File: config.mk
export PLATFORM = sky130hd
export DESIGN_NAME = optical_tx_scheduler
export DESIGN_NICKNAME = d
export VERILOG_FILES = /design/src/rtl/optical_tx_scheduler.sv
export SDC_FILE = /design/constraint.sdc
export NUM_CORES = 1
export LEC_CHECK = 0
export ABC_AREA = 1
export CAP_MARGIN = 10
export CORE_ASPECT_RATIO = 1.4
export CORE_MARGIN = 2
export CORE_UTILIZATION = 50
export CTS_CLUSTER_DIAMETER = 100
export DETAILED_ROUTE_END_ITERATION = 8
export GPL_TIMING_DRIVEN = 0
export PLACE_DENSITY = 0.81
export SLEW_MARGIN = 20
export SYNTH_ARGS = -nofsm -noshare
export SYNTH_HDL_FRONTEND = slang
export SYNTH_SLANG_ARGS = --single-unit
File: constraint.sdc
create_clock -name clk -period 3.3 [get_ports clk]
set_clock_uncertainty 0.15 [all_clocks]
set_input_delay 0.33 -clock clk [delete_from_list [all_inputs] [get_ports clk]]
set_output_delay 0.33 -clock clk [all_outputs]
set_load 0.01 [all_outputs]
File: src/rtl/optical_tx_scheduler.sv
// Round-robin scheduler sharing one OOK byte serializer among NUM_REQ sources,
// with a post-frame guard gap and a watchdog on frame completion.
module optical_tx_scheduler #(
  parameter int NUM_REQ        = 4,
  parameter int GUARD_CYCLES   = 8,
  parameter int TIMEOUT_CYCLES = 64
) (
  input  logic                 clk,
  input  logic                 rst,
  input  logic [NUM_REQ-1:0]   req_valid_i,
  input  logic [8*NUM_REQ-1:0] req_data_i,
  output logic [NUM_REQ-1:0]   req_ready_o,
  output logic                 ser_start_o,
  output logic [7:0]           ser_data_o,
  input  logic                 ser_busy_i,
  input  logic                 ser_done_i,
  output logic [2:0]           grant_id_o,
  output logic                 link_idle_o,
  output logic                 timeout_err_o
);

  localparam int CNT_MAX = (TIMEOUT_CYCLES > GUARD_CYCLES) ? TIMEOUT_CYCLES : GUARD_CYCLES;
  localparam int CW      = $clog2(CNT_MAX + 1);
  localparam int IW      = $clog2(NUM_REQ);
  localparam logic [CW-1:0] TO_LAST = CW'(TIMEOUT_CYCLES - 1);
  localparam logic [CW-1:0] GD_LAST = CW'((GUARD_CYCLES > 0) ? (GUARD_CYCLES - 1) : 0);

  typedef enum logic [1:0] {
    S_IDLE  = 2'd0,
    S_ISSUE = 2'd1,
    S_WAIT  = 2'd2,
    S_GUARD = 2'd3
  } state_e;

  state_e        state_q, state_d;
  logic [2:0]    rr_ptr_q, rr_ptr_d;
  logic [CW-1:0] wait_cnt_q, wait_cnt_d;
  logic [CW-1:0] guard_cnt_q, guard_cnt_d;
  logic [7:0]    ser_data_q, ser_data_d;
  logic [2:0]    grant_id_q, grant_id_d;
  logic          ser_start_q, ser_start_d;
  logic          timeout_err_q, timeout_err_d;

  logic          found_s;
  logic          accept_s;
  logic          expire_s;
  logic [2:0]    winner_s;
  logic [3:0]    scan_s;
  logic [7:0]    win_data_s;

  // Round-robin search starting at rr_ptr, plus the winner's byte.
  always_comb begin
    found_s    = 1'b0;
    winner_s   = 3'd0;
    scan_s     = 4'd0;
    win_data_s = 8'd0;
    for (int k = 0; k < NUM_REQ; k++) begin
      scan_s = 4'(rr_ptr_q) + 4'(k);
      if (scan_s >= 4'(NUM_REQ)) begin
        scan_s = scan_s - 4'(NUM_REQ);
      end else begin
        scan_s = scan_s;
      end
      if (!found_s && req_valid_i[IW'(scan_s)]) begin
        found_s  = 1'b1;
        winner_s = 3'(scan_s);
      end else begin
        found_s  = found_s;
      end
    end
    for (int i = 0; i < NUM_REQ; i++) begin
      if (3'(i) == winner_s) begin
        win_data_s = req_data_i[8*i +: 8];
      end else begin
        win_data_s = win_data_s;
      end
    end
  end

  assign accept_s = (state_q == S_IDLE) && found_s && !ser_busy_i;
  assign expire_s = (state_q == S_WAIT) && !ser_done_i && (wait_cnt_q == TO_LAST);

  // State register.
  always_ff @(posedge clk) begin
    if (rst) begin
      state_q <= S_IDLE;
    end else begin
      state_q <= state_d;
    end
  end

  // Next-state logic; a done pulse takes precedence over watchdog expiry.
  always_comb begin
    state_d = state_q;
    case (state_q)
      S_IDLE: begin
        if (accept_s) state_d = S_ISSUE;
        else          state_d = S_IDLE;
      end
      S_ISSUE: state_d = S_WAIT;
      S_WAIT: begin
        if (ser_done_i || expire_s) state_d = (GUARD_CYCLES == 0) ? S_IDLE : S_GUARD;
        else                        state_d = S_WAIT;
      end
      S_GUARD: begin
        if (guard_cnt_q == GD_LAST) state_d = S_IDLE;
        else                        state_d = S_GUARD;
      end
      default: state_d = S_IDLE;
    endcase
  end

  // FSM-decoded outputs: one-hot accept and idle indication.
  always_comb begin
    req_ready_o = '0;
    for (int i = 0; i < NUM_REQ; i++) begin
      req_ready_o[i] = accept_s && (3'(i) == winner_s);
    end
    link_idle_o = (state_q == S_IDLE);
  end

  // Datapath next values: byte latch, pointer rotation, counters, pulses.
  always_comb begin
    rr_ptr_d      = rr_ptr_q;
    ser_data_d    = ser_data_q;
    grant_id_d    = grant_id_q;
    wait_cnt_d    = wait_cnt_q;
    guard_cnt_d   = guard_cnt_q;
    ser_start_d   = accept_s;
    timeout_err_d = expire_s;
    case (state_q)
      S_IDLE: begin
        if (accept_s) begin
          ser_data_d = win_data_s;
          grant_id_d = winner_s;
          rr_ptr_d   = (winner_s == 3'(NUM_REQ - 1)) ? 3'd0 : (winner_s + 3'd1);
        end else begin
          rr_ptr_d   = rr_ptr_q;
        end
      end
      S_ISSUE: wait_cnt_d = '0;
      S_WAIT: begin
        guard_cnt_d = '0;
        if (wait_cnt_q != TO_LAST) wait_cnt_d = wait_cnt_q + 1'b1;
        else                       wait_cnt_d = wait_cnt_q;
      end
      S_GUARD: begin
        if (guard_cnt_q != GD_LAST) guard_cnt_d = guard_cnt_q + 1'b1;
        else                        guard_cnt_d = guard_cnt_q;
      end
      default: begin
        wait_cnt_d  = '0;
        guard_cnt_d = '0;
      end
    endcase
  end

  // Datapath registers.
  always_ff @(posedge clk) begin
    if (rst) begin
      rr_ptr_q      <= 3'd0;
      ser_data_q    <= 8'd0;
      grant_id_q    <= 3'd0;
      wait_cnt_q    <= '0;
      guard_cnt_q   <= '0;
      ser_start_q   <= 1'b0;
      timeout_err_q <= 1'b0;
    end else begin
      rr_ptr_q      <= rr_ptr_d;
      ser_data_q    <= ser_data_d;
      grant_id_q    <= grant_id_d;
      wait_cnt_q    <= wait_cnt_d;
      guard_cnt_q   <= guard_cnt_d;
      ser_start_q   <= ser_start_d;
      timeout_err_q <= timeout_err_d;
    end
  end

  assign ser_start_o   = ser_start_q;
  assign ser_data_o    = ser_data_q;
  assign grant_id_o    = grant_id_q;
  assign timeout_err_o = timeout_err_q;

endmodule
* Yosys cells after proc, flatten, opt, wreduce, memory -nomap -nowiden
Cells that the tools add are included.
** Storage, ports and cells
- RAM bits :: 0
- Memory bits (read-only) :: 0
- Register bits after elaboration :: 32
- Output and inout bits :: 18
- Memories :: 0
- Latch bits :: 0
- Input bits :: 40
- Word-level logic and storage cells :: 96
** Operators by class
- Multipliers :: 0
- Multiplexer cells :: 33
- Shift operators :: 0
- Magnitude comparators :: 8
- Add/subtract/negate cells :: 10
- Divide/modulo/power cells :: 0
- Bitwise operators :: 0
- Reduce and logical (&&, ||, !) cells :: 24
- Equality and inequality tests :: 13
** Operator list (count)
- two-way mux 8 bit :: 4
- case mux 7 bit (2 select lines) :: 2
- two-way mux 3 bit :: 9
- adder 7 x 1 -> 7 bit, second input constant :: 2
- two-way mux 7 bit :: 2
- >= comparator 4 x 3 -> 1 bit, second input constant :: 3
- less-than comparator 2 x 3 -> 1 bit, second input constant :: 4
- subtractor 3 bit, second input constant :: 4
- logical AND 1 bit :: 11
- two-way mux 1 bit :: 10
- adder 3 x 2 -> 4 bit, second input constant :: 2
- binary-select mux 1 bit (select 2 bit) :: 4
- case mux 2 bit (4 select lines) :: 1
- equality test 7 x 3 -> 1 bit, second input constant :: 1
- equality test 7 x 6 -> 1 bit, second input constant :: 1
- inequality test 7 x 3 -> 1 bit, second input constant :: 1
- inequality test 7 x 6 -> 1 bit, second input constant :: 1
- equality test 2 x 3 -> 1 bit, first input constant :: 2
- AND reduction 2 bit :: 3
- zero test 1 bit :: 5
- adder 3 x 1 -> 4 bit, second input constant :: 1
- equality test 2 bit, second input constant :: 2
- nonzero test 2 bit :: 2
- adder 3 x 1 -> 3 bit, second input constant :: 1
- other kinds (10) :: 10

* Depth between registers and ports, before layout
- Depth in word-level cells :: 19
- Depth in mapped cells :: 19
- Gate-level depth less buffers :: 17

* Worst setup path before layout
OpenSTA, ideal clock, no wires.
- Path type :: reg-to-output
- Start point :: register rr_ptr_q[1]
- End point :: output req_ready_o[1]
- Data required time :: 2820 ps
- Stages on the path, launching flop included :: 14
- Path buffers :: 2
- Slack :: 424 ps
- Arrival :: 2396 ps
- Cell sequence :: dfxtp_1 -> inv_1 -> ha_1 -> inv_1 -> nand2_1 -> nand2_2 -> nor2_8 -> nand4_1 -> nand3_1 -> ha_1 -> clkbuf_1 -> clkbuf_1 -> nand2_1 -> nor2_1
** Between the ends
- Cells in the longest elaborated chain, start to end :: 17
- Elaborated cells on any way between the ends :: 41
- Those cells by class :: add/sub (7); order compare (4); eq/ne (1); mux (20); reduce/logical (9)
** RTL lines
- start, declared :: RTL line 36 : logic [2:0] rr_ptr_q, rr_ptr_d;
- start signal, assigned :: RTL line 169 : rr_ptr_q <= rr_ptr_d;
- branches (longest 16 deep; another with adder 3 x 1 -> 4 bit)
- logical AND 1 bit (*) :: RTL line 117 : req_ready_o[i] = accept_s && (3'(i) == winner_s);
- end, declared :: RTL line 12 : output logic [NUM_REQ-1:0] req_ready_o,
Mark *: on every way between the ends. The select of a mux whose other input is x is not followed.

* Final worst setup path
- Start point :: register rr_ptr_q[0]
- End point :: output req_ready_o[3]
The elaborated chain is that of the path after synthesis.

==> results.py <==
metrics = {
    "status": {
        "status": "complete, no violations",
    },
    "synth": {
        "avgSynthCellArea_sq_um": 6.39,
        "synth_mux_area_frac": 0,
        "syn_inst": 361,
        "yosys-top-cells-area": "dfxtp_1 28%, nand2_1 17%, inv_1 8.8%",
        "synth_top_area_share": 0.278,
        "synth_fa_ha_area_frac": 0.0380,
        "yosys.area_share.xor_xnor": 0.00380,
        "synth.largest_area_cell": "dfxtp_1",
        "yosysUniqueCellTypes": 31,
        "synth_top_family_by_area": "simple AND/OR/NAND/NOR gates",
        "synth_seq_area_share": 0.278,
        "syn-num-nets": 408,
        "synth_compound_area_frac": 0.131,
        "synthSimpleGateAreaFrac": 0.411,
        "ys_ff_latch": 32,
        "ys_warn_count": 0,
        "synthesis.area_sq_mm": 0.00231,
    },
    "finish": {
        "nets": 474,
        "fin_area_sq_mm": 0.00315,
        "nFillCells": 411,
        "antennaDiodeCount": 0,
        "final_layout_size_suffix_gt1_frac": 0.150,
        "multi_input_area_sq_mm": 0.00140,
        "seq_area_sq_um": 646,
        "syn2layout_area_growth_pct": 36.4,
    },
    "global_route": {
        "grt_antenna_before_repair": 0,
        "grt_pass1_wl_um": 8960,
        "grt_max_degree": 12,
        "grt_usage": 0.225,
        "grt_pass1_vias": 2208,
        "grt_overflow": 0,
    },
    "sta": {
        "rsz0062_at_grt": "false",
        "slew_headroom": 0.612,
        "fmax_mhz": 320,
        "worstMarginPinSlew_ns": 0.582,
        "setup_viol": 0,
        "hold_viol_final": 0,
        "timing.hold.ws_ns": 0.315,
        "report.final.slew_viol_count": 0,
        "fin_crit_ns": 3.12,
        "post-route-period-util": 0.946,
    },
    "die": {
        "die_x_um": 61.4,
        "pin_count": 58,
        "core_area_sq_mm": 0.00450,
        "die_h_um": 84.4,
        "initial_core_util": 0.513,
        "die_area_sq_mm": 0.00518,
        "rows": 29,
    },
    "place": {
        "hpwl_um": 4220,
        "dpl_cell_area_sq_mm": 0.00295,
        "place_congestion": 0.871,
        "portBuffers": 57,
    },
    "setup_path": {
        "critPathLaunchType": "register",
        "slowest_delay_ns": 0.34,
        "path_cells": "inv_2 > ha_4 > nand3_1 > nand2_2 > nor2_8 > nand4_1 > nand3_4 > buf_4 > ha_2 > nand2_4 > buf_4 > nor2_1 > dlygate4sd2_1",
        "path_delay_family": "simple AND/OR/NAND/NOR gates",
        "crit_type": "register to output port",
        "worst_path_most_repeated_cell": "buf_4",
        "critPathArrivalTime_ns": 2.64,
        "cp-end-kind": "output port",
        "cp_num_buf_inv": 4,
        "worstPathRequired_ns": 2.82,
        "cpMaxStageDelayCell": "dfxtp_2",
        "crit_fanout": 10,
    },
    "clock_network": {
        "htreeDepth": 2,
        "clkLatencyLatePin_ns": 0.29,
        "clk_pin_slew_ns": 0.07,
        "cts_made_buffers": 5,
        "clkSinkCount": 32,
        "cts_tree": "built",
        "clockRootBuffer": "clkbuf_8",
        "cts_buffer_depth": 2,
    },
    "job": {
        "maxCapViolations": 0,
    },
    "power": {
        "netSwitchingFraction": 0.481,
        "p_comb_frac": 0.720,
        "pwr-share-seq": 0.167,
        "clkPwrFrac": 0.113,
        "cellLeakagePower_nw": 1.46,
        "peakVddDrop_v": 0.000734,
        "p_sw_mw": 1.59,
        "p_int_mw": 1.72,
        "powerDensity_mw_per_mm2": 1050,
    },
    "drt": {
        "drt-vias-per-instance": 4.91,
        "vias": 2404,
        "drc_errors": 0,
        "final_antenna_net_count": 0,
        "routed_wl_um": 5550,
        "routedWlPerCell_um": 11.3,
        "first_pass_iters": 4,
        "drtIter0Drc": 128,
    },
    "hold_path": {
        "hold_path_class": "register to register",
    },
}
-- sequential cells by signal (all words and copies together) (netlist names) --
signal	cells
ser_data_o	8
rr_ptr_q	3
state_q	2
wait_cnt_q	7
guard_cnt_q	7
ser_start_o	1
timeout_err_o	1
grant_id_o	3
-- worst paths after layout --
path,startpoint,to,slack (ns),depth (start not counted)
setup / recovery,rr_ptr_q[0],req_ready_o[3],0.18,13
hold reg to reg,wait_cnt_q[5],wait_cnt_q[5],0.32,2
setup reg to reg,rr_ptr_q[1],ser_data_o[3],0.58,15
hold / removal,wait_cnt_q[5],wait_cnt_q[5],0.32,2
-- cell type report --
cell class | count | share of cell area
Tap cell | 62 | 0.0247
Clock buffer | 5 | 0.0219
Timing Repair Buffer | 61 | 0.191
Sequential cell | 32 | 0.205
Multi-Input combinational cell | 260 | 0.444
Clock inverter | 3 | 0.0135
Inverter | 56 | 0.0668
Buffer | 11 | 0.0334
-- per-stage QoR --
| step | TNS [ns] | total power [mW] | setup WS, ns | util | cells |
|---|---|---|---|---|---|
| 2_1_floorplan | 0 | 2.14 | 0.424 | - | 361 |
| 3_3_place_gp | -0.461 | 2.67 | -0.389 | 0.657 | 480 |
| 3_5_place_dp | -0.469 | 2.71 | -0.385 | 0.657 | 480 |
| 4_1_cts | 0 | 3.21 | 0.00297 | 0.693 | 488 |
| 5_1_grt | 0 | 3.58 | 0.0190 | 0.699 | 490 |
| 6_report | 0 | 3.31 | 0.178 | 0.699 | 490 |
-- routing by layer --
| layer | global-route usage | share of wire |
|---|---|---|
| met1 | 0.242 | 0.41 |
| met2 | 0.398 | 0.53 |
| met3 | 0.0524 | 0.039 |
| met4 | 0.0986 | 0.025 |
| met5 | 0 | 0 |
-- Yosys cell counts, drive strengths merged --
| master | instances |
|---|---|
| nor4 | 1 |
| nand3 | 37 |
| buf | 7 |
| nand4 | 4 |
| and3 | 1 |
| nor3b | 1 |
| dfxtp | 32 |
| a21oi | 24 |
| inv | 56 |
| a221oi | 1 |
| clkbuf | 6 |
| a31oi | 1 |
| ha | 7 |
| xor2 | 1 |
| nor3 | 5 |
| nand2 | 119 |
| nor2 | 33 |
| a211o | 1 |
| a211oi | 3 |
| o21ai | 21 |
-- placed cells by master (no fill, tap or decap), types with 7 or more instances in the layout --
master and count:
a21oi_1 16, clkdlybuf4s50_1 53, inv_1 52, a21oi_2 8
nor2_1 30, nand3_2 9, nand3_1 27, nand2_1 107
dfxtp_1 30, nand2_2 7, o21ai_0 17
-- worst reg2reg max path: stages, from the launching register on --
cell and delay, ns:
dfxtp_4 0.38, inv_2 0.09, ha_4 0.30, nand3_1 0.12
nand2_2 0.14, nor2_8 0.06, nand2_4 0.07, inv_1 0.04
nand2_1 0.09, nand2_1 0.28, inv_1 0.20, clkbuf_1 0.35
o21ai_0 0.16, inv_1 0.07, nand2_1 0.06, a21oi_2 0.10
-- timing repair --
action	CTS	global route
gates resized for setup	15	6
hold endpoints to repair	0	0
pin swaps	1	2
hold buffers	0	0
setup endpoints to repair	4	3
buffers inserted	1	3
-- power by group through the flow --
stage                     clock network [mW]  registers, mW  logic, mW
after floorplan                            0          0.575       1.56
after global placement                     0          0.552       2.12
after detailed placement                   0          0.555       2.16
after CTS                              0.378          0.549       2.28
after global routing                   0.401          0.561       2.62
final                                  0.372          0.553       2.38
-- cells by family after synthesis --
group / after synthesis
xor+xnor: 1
compound gates: 51
fa+ha+maj: 7
simple gates: 201
flops: 32
buf+inv: 69
Note: power is estimated with default switching activity, not from simulation.
